File: config.mk
export PLATFORM = sky130hd
export DESIGN_NAME = divider_16x8
export DESIGN_NICKNAME = d
export VERILOG_FILES = /design/src/rtl/divider_pkg.sv /design/src/rtl/divider_16x8_div_step.sv /design/src/rtl/divider_16x8.sv
export SDC_FILE = /design/constraint.sdc
export NUM_CORES = 1
export LEC_CHECK = 0
export BUFFER_PORTS_ARGS = -buffer_cell sky130_fd_sc_hd__buf_2
export CAP_MARGIN = 20
export CORE_MARGIN = 2
export CORE_UTILIZATION = 37
export DETAILED_ROUTE_END_ITERATION = 10
export HOLD_SLACK_MARGIN = 0.12
export PLACE_DENSITY_LB_ADDON = 0.05
export SETUP_SLACK_MARGIN = 0.02
export SYNTH_ARGS = -nofsm -noshare
export SYNTH_HDL_FRONTEND = slang
export SYNTH_SLANG_ARGS = --single-unit
export TNS_END_PERCENT = 20
File: constraint.sdc
create_clock -name clk -period 5.3 [get_ports clk]
set_input_delay 1.325 -clock clk [delete_from_list [all_inputs] [get_ports clk]]
set_output_delay 1.325 -clock clk [all_outputs]
set_load 0.05 [all_outputs]
File: src/rtl/divider_pkg.sv
// ============================================================
// divider_pkg : shared widths, FSM encoding and constants
// Revision 1.0
// ============================================================
`default_nettype none

package divider_pkg;

  localparam int DIVIDEND_W = 16;
  localparam int DIVISOR_W  = 8;
  localparam int CNT_W      = 5;

  typedef enum logic [0:0] {
    IDLE = 1'b0,
    RUN  = 1'b1
  } state_t;

  localparam logic [DIVIDEND_W-1:0] DBZ_QUOTIENT = {DIVIDEND_W{1'b1}};

endpackage

`default_nettype wire

File: src/rtl/divider_16x8_div_step.sv
// ============================================================
// div_step : one restoring shift/subtract/select iteration
// Revision 1.0
// ============================================================
`default_nettype none

module div_step #(
  parameter int DIVISOR_W = 8
) (
  input  logic [DIVISOR_W:0]   partial,
  input  logic                 in_bit,
  input  logic [DIVISOR_W-1:0] divisor,
  output logic [DIVISOR_W:0]   next_partial,
  output logic                 q_bit
);

  logic [DIVISOR_W:0] shifted;

  // Partial remainder stays below the divisor, so its top bit is always 0
  // and the shifted value fits in DIVISOR_W+1 bits.
  always_comb begin
    shifted      = {partial[DIVISOR_W-1:0], in_bit};
    q_bit        = ({partial, in_bit} >= {2'b00, divisor});
    next_partial = q_bit ? (shifted - {1'b0, divisor}) : shifted;
  end

endmodule

`default_nettype wire

File: src/rtl/divider_16x8.sv
// ============================================================
// divider_16x8 : 16/8 unsigned restoring divider, 1 bit/clk
// Revision 1.0
// ============================================================
`default_nettype none

module divider_16x8 #(
  parameter int DIVIDEND_W = divider_pkg::DIVIDEND_W,
  parameter int DIVISOR_W  = divider_pkg::DIVISOR_W,
  parameter int CNT_W      = divider_pkg::CNT_W
) (
  input  logic                  clk,
  input  logic                  rst,
  input  logic                  start,
  input  logic [DIVIDEND_W-1:0] dividend,
  input  logic [DIVISOR_W-1:0]  divisor,
  output logic                  busy,
  output logic                  done,
  output logic [DIVIDEND_W-1:0] quotient,
  output logic [DIVISOR_W-1:0]  remainder,
  output logic                  div_by_zero
);

  import divider_pkg::*;

  state_t                state;
  state_t                next_state;
  logic [DIVIDEND_W-1:0] qreg;
  logic [DIVISOR_W:0]    partial;
  logic [DIVISOR_W-1:0]  dvsr;
  logic [CNT_W-1:0]      cnt;
  logic [DIVISOR_W:0]    step_partial;
  logic                  step_bit;
  logic                  last_iter;
  logic                  accept;
  logic                  zero_div;

  assign last_iter = (cnt == CNT_W'(1));
  assign accept    = (state == IDLE) && start;
  assign zero_div  = (divisor == '0);

  div_step #(
    .DIVISOR_W (DIVISOR_W)
  ) u_step (
    .partial      (partial),
    .in_bit       (qreg[DIVIDEND_W-1]),
    .divisor      (dvsr),
    .next_partial (step_partial),
    .q_bit        (step_bit)
  );

  always_ff @(posedge clk or posedge rst) begin
    if (rst) begin
      state <= IDLE;
    end else begin
      state <= next_state;
    end
  end

  always_comb begin
    next_state = state;
    case (state)
      IDLE: if (start && !zero_div) next_state = RUN;
      RUN:  if (last_iter)          next_state = IDLE;
      default: next_state = IDLE;
    endcase
  end

  always_comb begin
    busy = (state == RUN);
  end

  // Result registers are written only on completion, so they hold the
  // previous answer across the whole next run.
  always_ff @(posedge clk or posedge rst) begin
    if (rst) begin
      qreg        <= '0;
      partial     <= '0;
      dvsr        <= '0;
      cnt         <= '0;
      done        <= 1'b0;
      div_by_zero <= 1'b0;
      quotient    <= '0;
      remainder   <= '0;
    end else begin
      done <= 1'b0;
      if (accept) begin
        if (zero_div) begin
          done        <= 1'b1;
          div_by_zero <= 1'b1;
          quotient    <= DBZ_QUOTIENT;
          remainder   <= dividend[DIVISOR_W-1:0];
        end else begin
          qreg    <= dividend;
          partial <= '0;
          dvsr    <= divisor;
          cnt     <= CNT_W'(DIVIDEND_W);
        end
      end else if (state == RUN) begin
        qreg    <= {qreg[DIVIDEND_W-2:0], step_bit};
        partial <= step_partial;
        cnt     <= cnt - CNT_W'(1);
        if (last_iter) begin
          done        <= 1'b1;
          div_by_zero <= 1'b0;
          quotient    <= {qreg[DIVIDEND_W-2:0], step_bit};
          remainder   <= step_partial[DIVISOR_W-1:0];
        end
      end
    end
  end

endmodule

`default_nettype wire
* Word-level counts from Yosys, hierarchy flattened
Index checks and enable logic that the tools add are counted.
Storage, ports and cells: flip-flop bits (word level) 65, input port bits 27
Cells by class: $add $sub $neg 2, $lt $le $gt $ge 1, equal/unequal tests 3, mux-type cells 29, bitwise operators 2, reduce and logical (&&, ||, !) cells 9
Operators with widths (count):
- $mux W16 | 7
- $mux W9 | 4
- $mux W8 | 4
- $mux W5 | 3
- $ge A10 B8 Y1 | 1
- $mux W1 | 10
- $sub A9 B8 Y9 | 1
- $logic_not A8 Y1 | 1
- $eq A5 B1 Y1 const B | 1
- $sub A5 B1 Y5 const B | 1
- $reduce_and A2 Y1 | 2
- $reduce_bool A2 Y1 | 2
- $reduce_and A3 Y1 | 1
- $logic_and A1 B1 Y1 | 2
- $ne A2 B1 Y1 const B | 1
- $ne A2 B2 Y1 const B | 1
- $not A1 Y1 | 2
- $pmux W1 S2 | 1
- $logic_not A1 Y1 | 1

* Depth between registers and ports, before layout
depth after elaboration 5, mapped depth 10

* Hierarchy
From an unflattened synthesis, not the netlist that was laid out.
Unflattened totals: cell total of the unflattened synthesis 354, area total of the unflattened synthesis 3587.2 µm²
By module, submodules not included:
- divider_16x8 | times used 1, cells each 279, area an instance 3064.2 µm², sequential area each 1626.6 µm²
- div_step | times used 1, cells each 75, area an instance 523.0 µm², sequential area each 0.0 µm²

* Worst setup path after synthesis
Ideal clock, no wire load.
path kind in2reg, from input divisor[1], to register cnt[0], data arrival time 2.566 ns, slack 2.651 ns, cell stages on the path 6, path buffers 1, path through nor4_1 a21oi_1 nor2_2 clkbuf_1 nand2_1 o21ai_0
On the way: longest elaborated chain between the ends 3
RTL lines:
- start, declared | line divider_16x8.sv:16 | input logic [DIVISOR_W-1:0] divisor,
- $logic_not A8 Y1 | line divider_16x8.sv:40 | assign zero_div = (divisor == '0);
- $ne A2 B2 Y1 (no source line)
- $reduce_and A2 Y1 (no source line)
- end signal, assigned | line divider_16x8.sv:97 | cnt <= CNT_W'(DIVIDEND_W);
- end signal, assigned | line divider_16x8.sv:102 | cnt <= cnt - CNT_W'(1);
- end, declared | line divider_16x8.sv:31 | logic [CNT_W-1:0] cnt;
Every way passes these cells. A chain may end at the register's enable or synchronous reset.

* Worst setup path after layout
from register qreg[15], to register remainder[0]
On the way: longest elaborated chain between the ends 5
RTL lines:
- start, declared | line divider_16x8.sv:28 | logic [DIVIDEND_W-1:0] qreg;
- start signal, assigned | line divider_16x8.sv:94 | qreg <= dividend;
- start signal, assigned | line divider_16x8.sv:100 | qreg <= {qreg[DIVIDEND_W-2:0], step_bit};
- $sub A9 B8 Y9 or $ge A10 B8 Y1 (tied branches) | line divider_16x8_div_step.sv:24, divider_16x8_div_step.sv:23
- $mux W9 * | line divider_16x8_div_step.sv:24 | next_partial = q_bit ? (shifted - {1'b0, divisor}) : shifted;
- $mux W8 * | line divider_16x8.sv:103 | if (last_iter) begin
- $mux W8 * | line divider_16x8.sv:99 | end else if (state == RUN) begin
- $mux W8 * | line divider_16x8.sv:87 | if (accept) begin
- end signal, assigned | line divider_16x8.sv:92 | remainder <= dividend[DIVISOR_W-1:0];
- end signal, assigned | line divider_16x8.sv:107 | remainder <= step_partial[DIVISOR_W-1:0];
- end, declared | line divider_16x8.sv:20 | output logic [DIVISOR_W-1:0] remainder,
Every way passes the cells marked *; elsewhere a longest branch is shown, timed or not. The select of a mux whose other input is x is not followed.

==> results.txt <==
- Worst endpoint required time: 5.57 ns
* Largest net degree at the start of global routing: 41
- Most area-hungry cell type in the Yosys netlist: dfrtp_1
- Synth top area cells: dfrtp_1 50%, mux2i_1 6.5%, o21ai_0 5.4%
* Capture point of the worst path: remainder[0]$_DFFE_PP0P_
* First-pass detailed-route iteration total: 4
- Summed over all nets, wire length on met3 after detailed routing comes to 286 um.
- Largest family of logic cells by synthesized area: compound AO/OA/AOI/OAI gates
* Reg2Reg Launch Point: qreg[15]$_DFFE_PP0P_
- Power per cell area: 789.6 nW/um^2
* Nets: 415
* Buffers on Ports: 53
* Type of the setup path with the least slack: reg -> reg
- The die is 97.84 um tall.
- Worst-case reg-to-reg path depth: 9
- M1 WL: 3.837 mm
- For the final routed database, the setup TNS stands at 0 ns.
- Summed instance area of the synthesized netlist: 3258 sq um
* Hold-fix buffers at CTS: 0
- Including well taps, the total number of placed cells is 474.
* Worst Tran Pin Value: 0.9953 ns
- Dividing the detail-routed wire length by the instance count gives 16.08 um.
- Setup repair after global routing left no endpoint under its margin.
- Across the VDD grid, the largest voltage drop is 0.2945 mV.
* Core Area: 8636 sq um
- Number of synthesized flops with an enable pin: 0
* Maximum fanout count along the critical path: 14
- Worst path arrival time: 3.48 ns
- Top cell type's share of synthesized area: 49.92%
- CP startpoint kind: register
* Layout Cells excl Fill: 490
* Synthesized area divided by synthesized cell count: 10.09 sq um
* Share of power burned in registers: 30.4%
- The initial utilization of the core area, before any placement, comes to 37.73%.
* Nets in the synthesized netlist: 361
- Fraction of power consumed by the clock network: 14.4%
* Outcome: completed
* Number of setup violations in the final report: 0
- The tool flagged a number of max-cap violations equal to 0.
* Number of warning messages in the yosys log: 0
- PostCTS Resize Cnt: 0
* Cell with the most instances on the worst path: inv_1
* NetSw: 0.001447 W
- Cell leakage power: 1.660 nW
- In this run the worst setup path begins at qreg[15]$_DFFE_PP0P_.
* Hold Slack: 0.4853 ns
- 0 antenna diodes ended up in the layout.
* Post-Synth Adder-Cell Area: 4.455%
- Clock tree from TritonCTS: yes
* Fraction of final layout cells sized beyond drive strength 1: 21.73%
* Final number of hold-violating endpoints: 0
- After detailed routing, the met2 layer carries 3.694 mm of wire.
- ANT nets after route: 0
- Top achievable clock speed: 0.3115 GHz
- TritonCTS sink count: 65
* Post-CTS Setup Repair Bufs: 0
- Combinational logic is responsible for 55.2% of the overall power.
* Row count: 34
- Seq cells post-synth: 65
- Most used flip-flop cell after synthesis: dfrtp_1
- Initial antenna violation count: 0
- The longest clock path from root to sink contains 2 buffers.
- P&R area growth vs syn: 17.78%
* Io pins: 54
- The worst hold path belongs to the class reg -> reg.
- In the routed design, unresolved DRC markers number 0.
- Total power for the finished layout comes to 0.003030 W.
* Fraction of registers with async set or reset after synthesis: 100.0%
* Final Critical Period: 3.211 ns
- The detailed router used layers up to and including met4.
- FF-to-FF End: remainder[0]$_DFFE_PP0P_
* Maximum clock skew at final layout: 0.01079 ns
* Initial drt markers: 100
* Wire length of the first global-routing pass: 13.19 mm
- Leading cell type in the layout, fill and taps excluded: dfrtp_1
* Post-synthesis sequential area ratio: 49.92%
- In this run the register-to-register setup slack is 2.09 ns.
* Final global-route overflow total: 0
- Count of final max-slew check failures: 0
- The number of clock buffers added by TritonCTS is 9.
* Detailed-route via count: 2571
- Period utilization: 60.58%
- The routed design has 7.877 mm of wire.
- Leaving out fill and tap cells, the most frequent cells in the layout are 65 x dfrtp_1, 53 x buf_2, 42 x nand2_1.
- For this run, the total global-route usage over all layers was measured as 17.33%.
* Clock insertion delay at the later pin of the skew report: 0.34 ns
- The floorplan step defined a die boundary enclosing 9573 sq um.
- Using the TritonRoute via totals, the vias-per-cell ratio works out to 5.247.
- At the end of routability-driven placement, the weighted congestion stood at 0.8337.
* Number of distinct library cell variants in the gate-level netlist after synthesis: 48
- Summing the areas of all compound-gate instances in the mapped netlist gives 21.01% of the synthesized area.
- In this design, the stage delay of the slowest critical-path cell is 0.93 ns.
- In this run switching power makes up 47.74% of total power.
- Of the total synthesized cell area, the portion taken by AND, OR, NAND and NOR gates is 12.25%.
- Chain of cells forming the critical path: inv_1, ha_1, inv_1, fa_1, a211oi_4, o21bai_2, a2111oi_4, mux2_2, o21ai_0
* Clock transition at the register clock pins on the worst setup and hold paths after CTS: 0.08 ns
- The root buffer cell chosen for the clock tree is clkbuf_8.
- STA classifies the critical path endpoint as a register.
- Post-synthesis share of cell area spent on xor and xnor gates: 1.613%
- CTS HTree Levels: 3
- The internal portion of the total power is 0.001583 W.
- In this run the horizontal extent of the chip is 97.84 um.
* Slowest library cell on the worst path: a2111oi_4
- The wire-length estimate of the detail-placed layout is 5.526 mm.
* Cell count after synthesis: 323
- In this run the tightest slew margin relative to its limit is 33.65%.
* Number of global-route vias before repair: 2599
* Multiplexer fraction of the synthesized cell area: 6.797%
-- metal layers --
layer,up-vias,global-route usage (%)
met4,0,5.021
met1,1248,23.85
met3,6,4.868
li1,1267,-
met5,-,0
met2,50,26.87
-- worst min path at each step --
| stage | startpoint | to | depth (start not counted) |
|---|---|---|---|
| after floorplan | qreg[15]$_DFFE_PP0P_ | qreg[15]$_DFFE_PP0P_ | 2 |
| after global placement | quotient[8]$_DFFE_PP0P_ | quotient[8]$_DFFE_PP0P_ | 1 |
| after detailed placement | quotient[6]$_DFFE_PP0P_ | quotient[6]$_DFFE_PP0P_ | 1 |
| after CTS | quotient[11]$_DFFE_PP0P_ | quotient[11]$_DFFE_PP0P_ | 1 |
| after global routing | quotient[7]$_DFFE_PP0P_ | quotient[7]$_DFFE_PP0P_ | 1 |
| final | quotient[11]$_DFFE_PP0P_ | quotient[11]$_DFFE_PP0P_ | 1 |
-- power by group through the flow --
stage	combinational (W)	sequential [W]	clock, W
CTS	0.00169	0.000922	0.000451
global placement	0.00167	0.000928	0
detailed placement	0.00168	0.000932	0
finish	0.00167	0.000920	0.000438
global route	0.00186	0.000955	0.000469
floorplan	0.00102	0.00121	0
-- registers in the layout, summed over array words and instances, names as in the netlist --
register and cells:
dvsr 8, done 1, cnt 5, quotient 16
busy 1, remainder 8, partial 9, div_by_zero 1
qreg 16
-- metrics by stage --
step                utilization (%)  setup WS (ns)  instance area, sq um
floorplan                         -          2.349                  3258
global placement              42.07          2.088                  3633
detailed placement            42.07          2.035                  3633
CTS                           44.44          2.066                  3837
global route                  44.44          1.828                  3837
finish                        44.44          2.089                  3837
-- synthesized netlist by cell type (2+ instances only) --
master    count
o21ai_0      35
o22ai_1       6
a211o_1       2
inv_1        15
a221oi_1      2
nor2b_1       5
o22a_1       15
and3_1        7
nand2_1      42
nor4_1        3
o21ai_1       7
and4_1        2
a311oi_1      2
nor2_1       16
clkbuf_1     10
buf_2         4
xnor2_1       3
xor2_1        3
dfrtp_1      65
a211oi_1      2
nand2b_1      3
a21oi_1      18
o31ai_1       2
ha_1         10
mux2i_1      21
-- cells by family after synthesis --
| family | Yosys count |
|---|---|
| muxes | 22 |
| AOI/OAI and AO/OA | 102 |
| buffers and inverters | 31 |
| xor gates and xnor gates | 6 |
| and+or+nand+nor | 86 |
| adders and majority gates | 11 |
| DFF | 65 |
-- worst max-delay path, delay by kind of cell, from the launching register on --
| kind | cells | cell delay (ns) |
|---|---|---|
| adders and majority gates | 2 | 0.60 |
| buffers and inverters | 2 | 0.14 |
| DFF | 1 | 0.38 |
| AOI/OAI and AO/OA | 4 | 1.58 |
| muxes | 1 | 0.43 |
-- cell type report --
type                       count  area, sq um
timing repair buffer          59        310.3
inverter                      15        56.30
clock inverter                 6        66.31
multi-input combinational    227         1505
tap                          108        135.1
sequential                    65         1627
clock buffer                  10        137.6
fill                         864         4798
No activity file was read; power rests on OpenSTA's default activity.
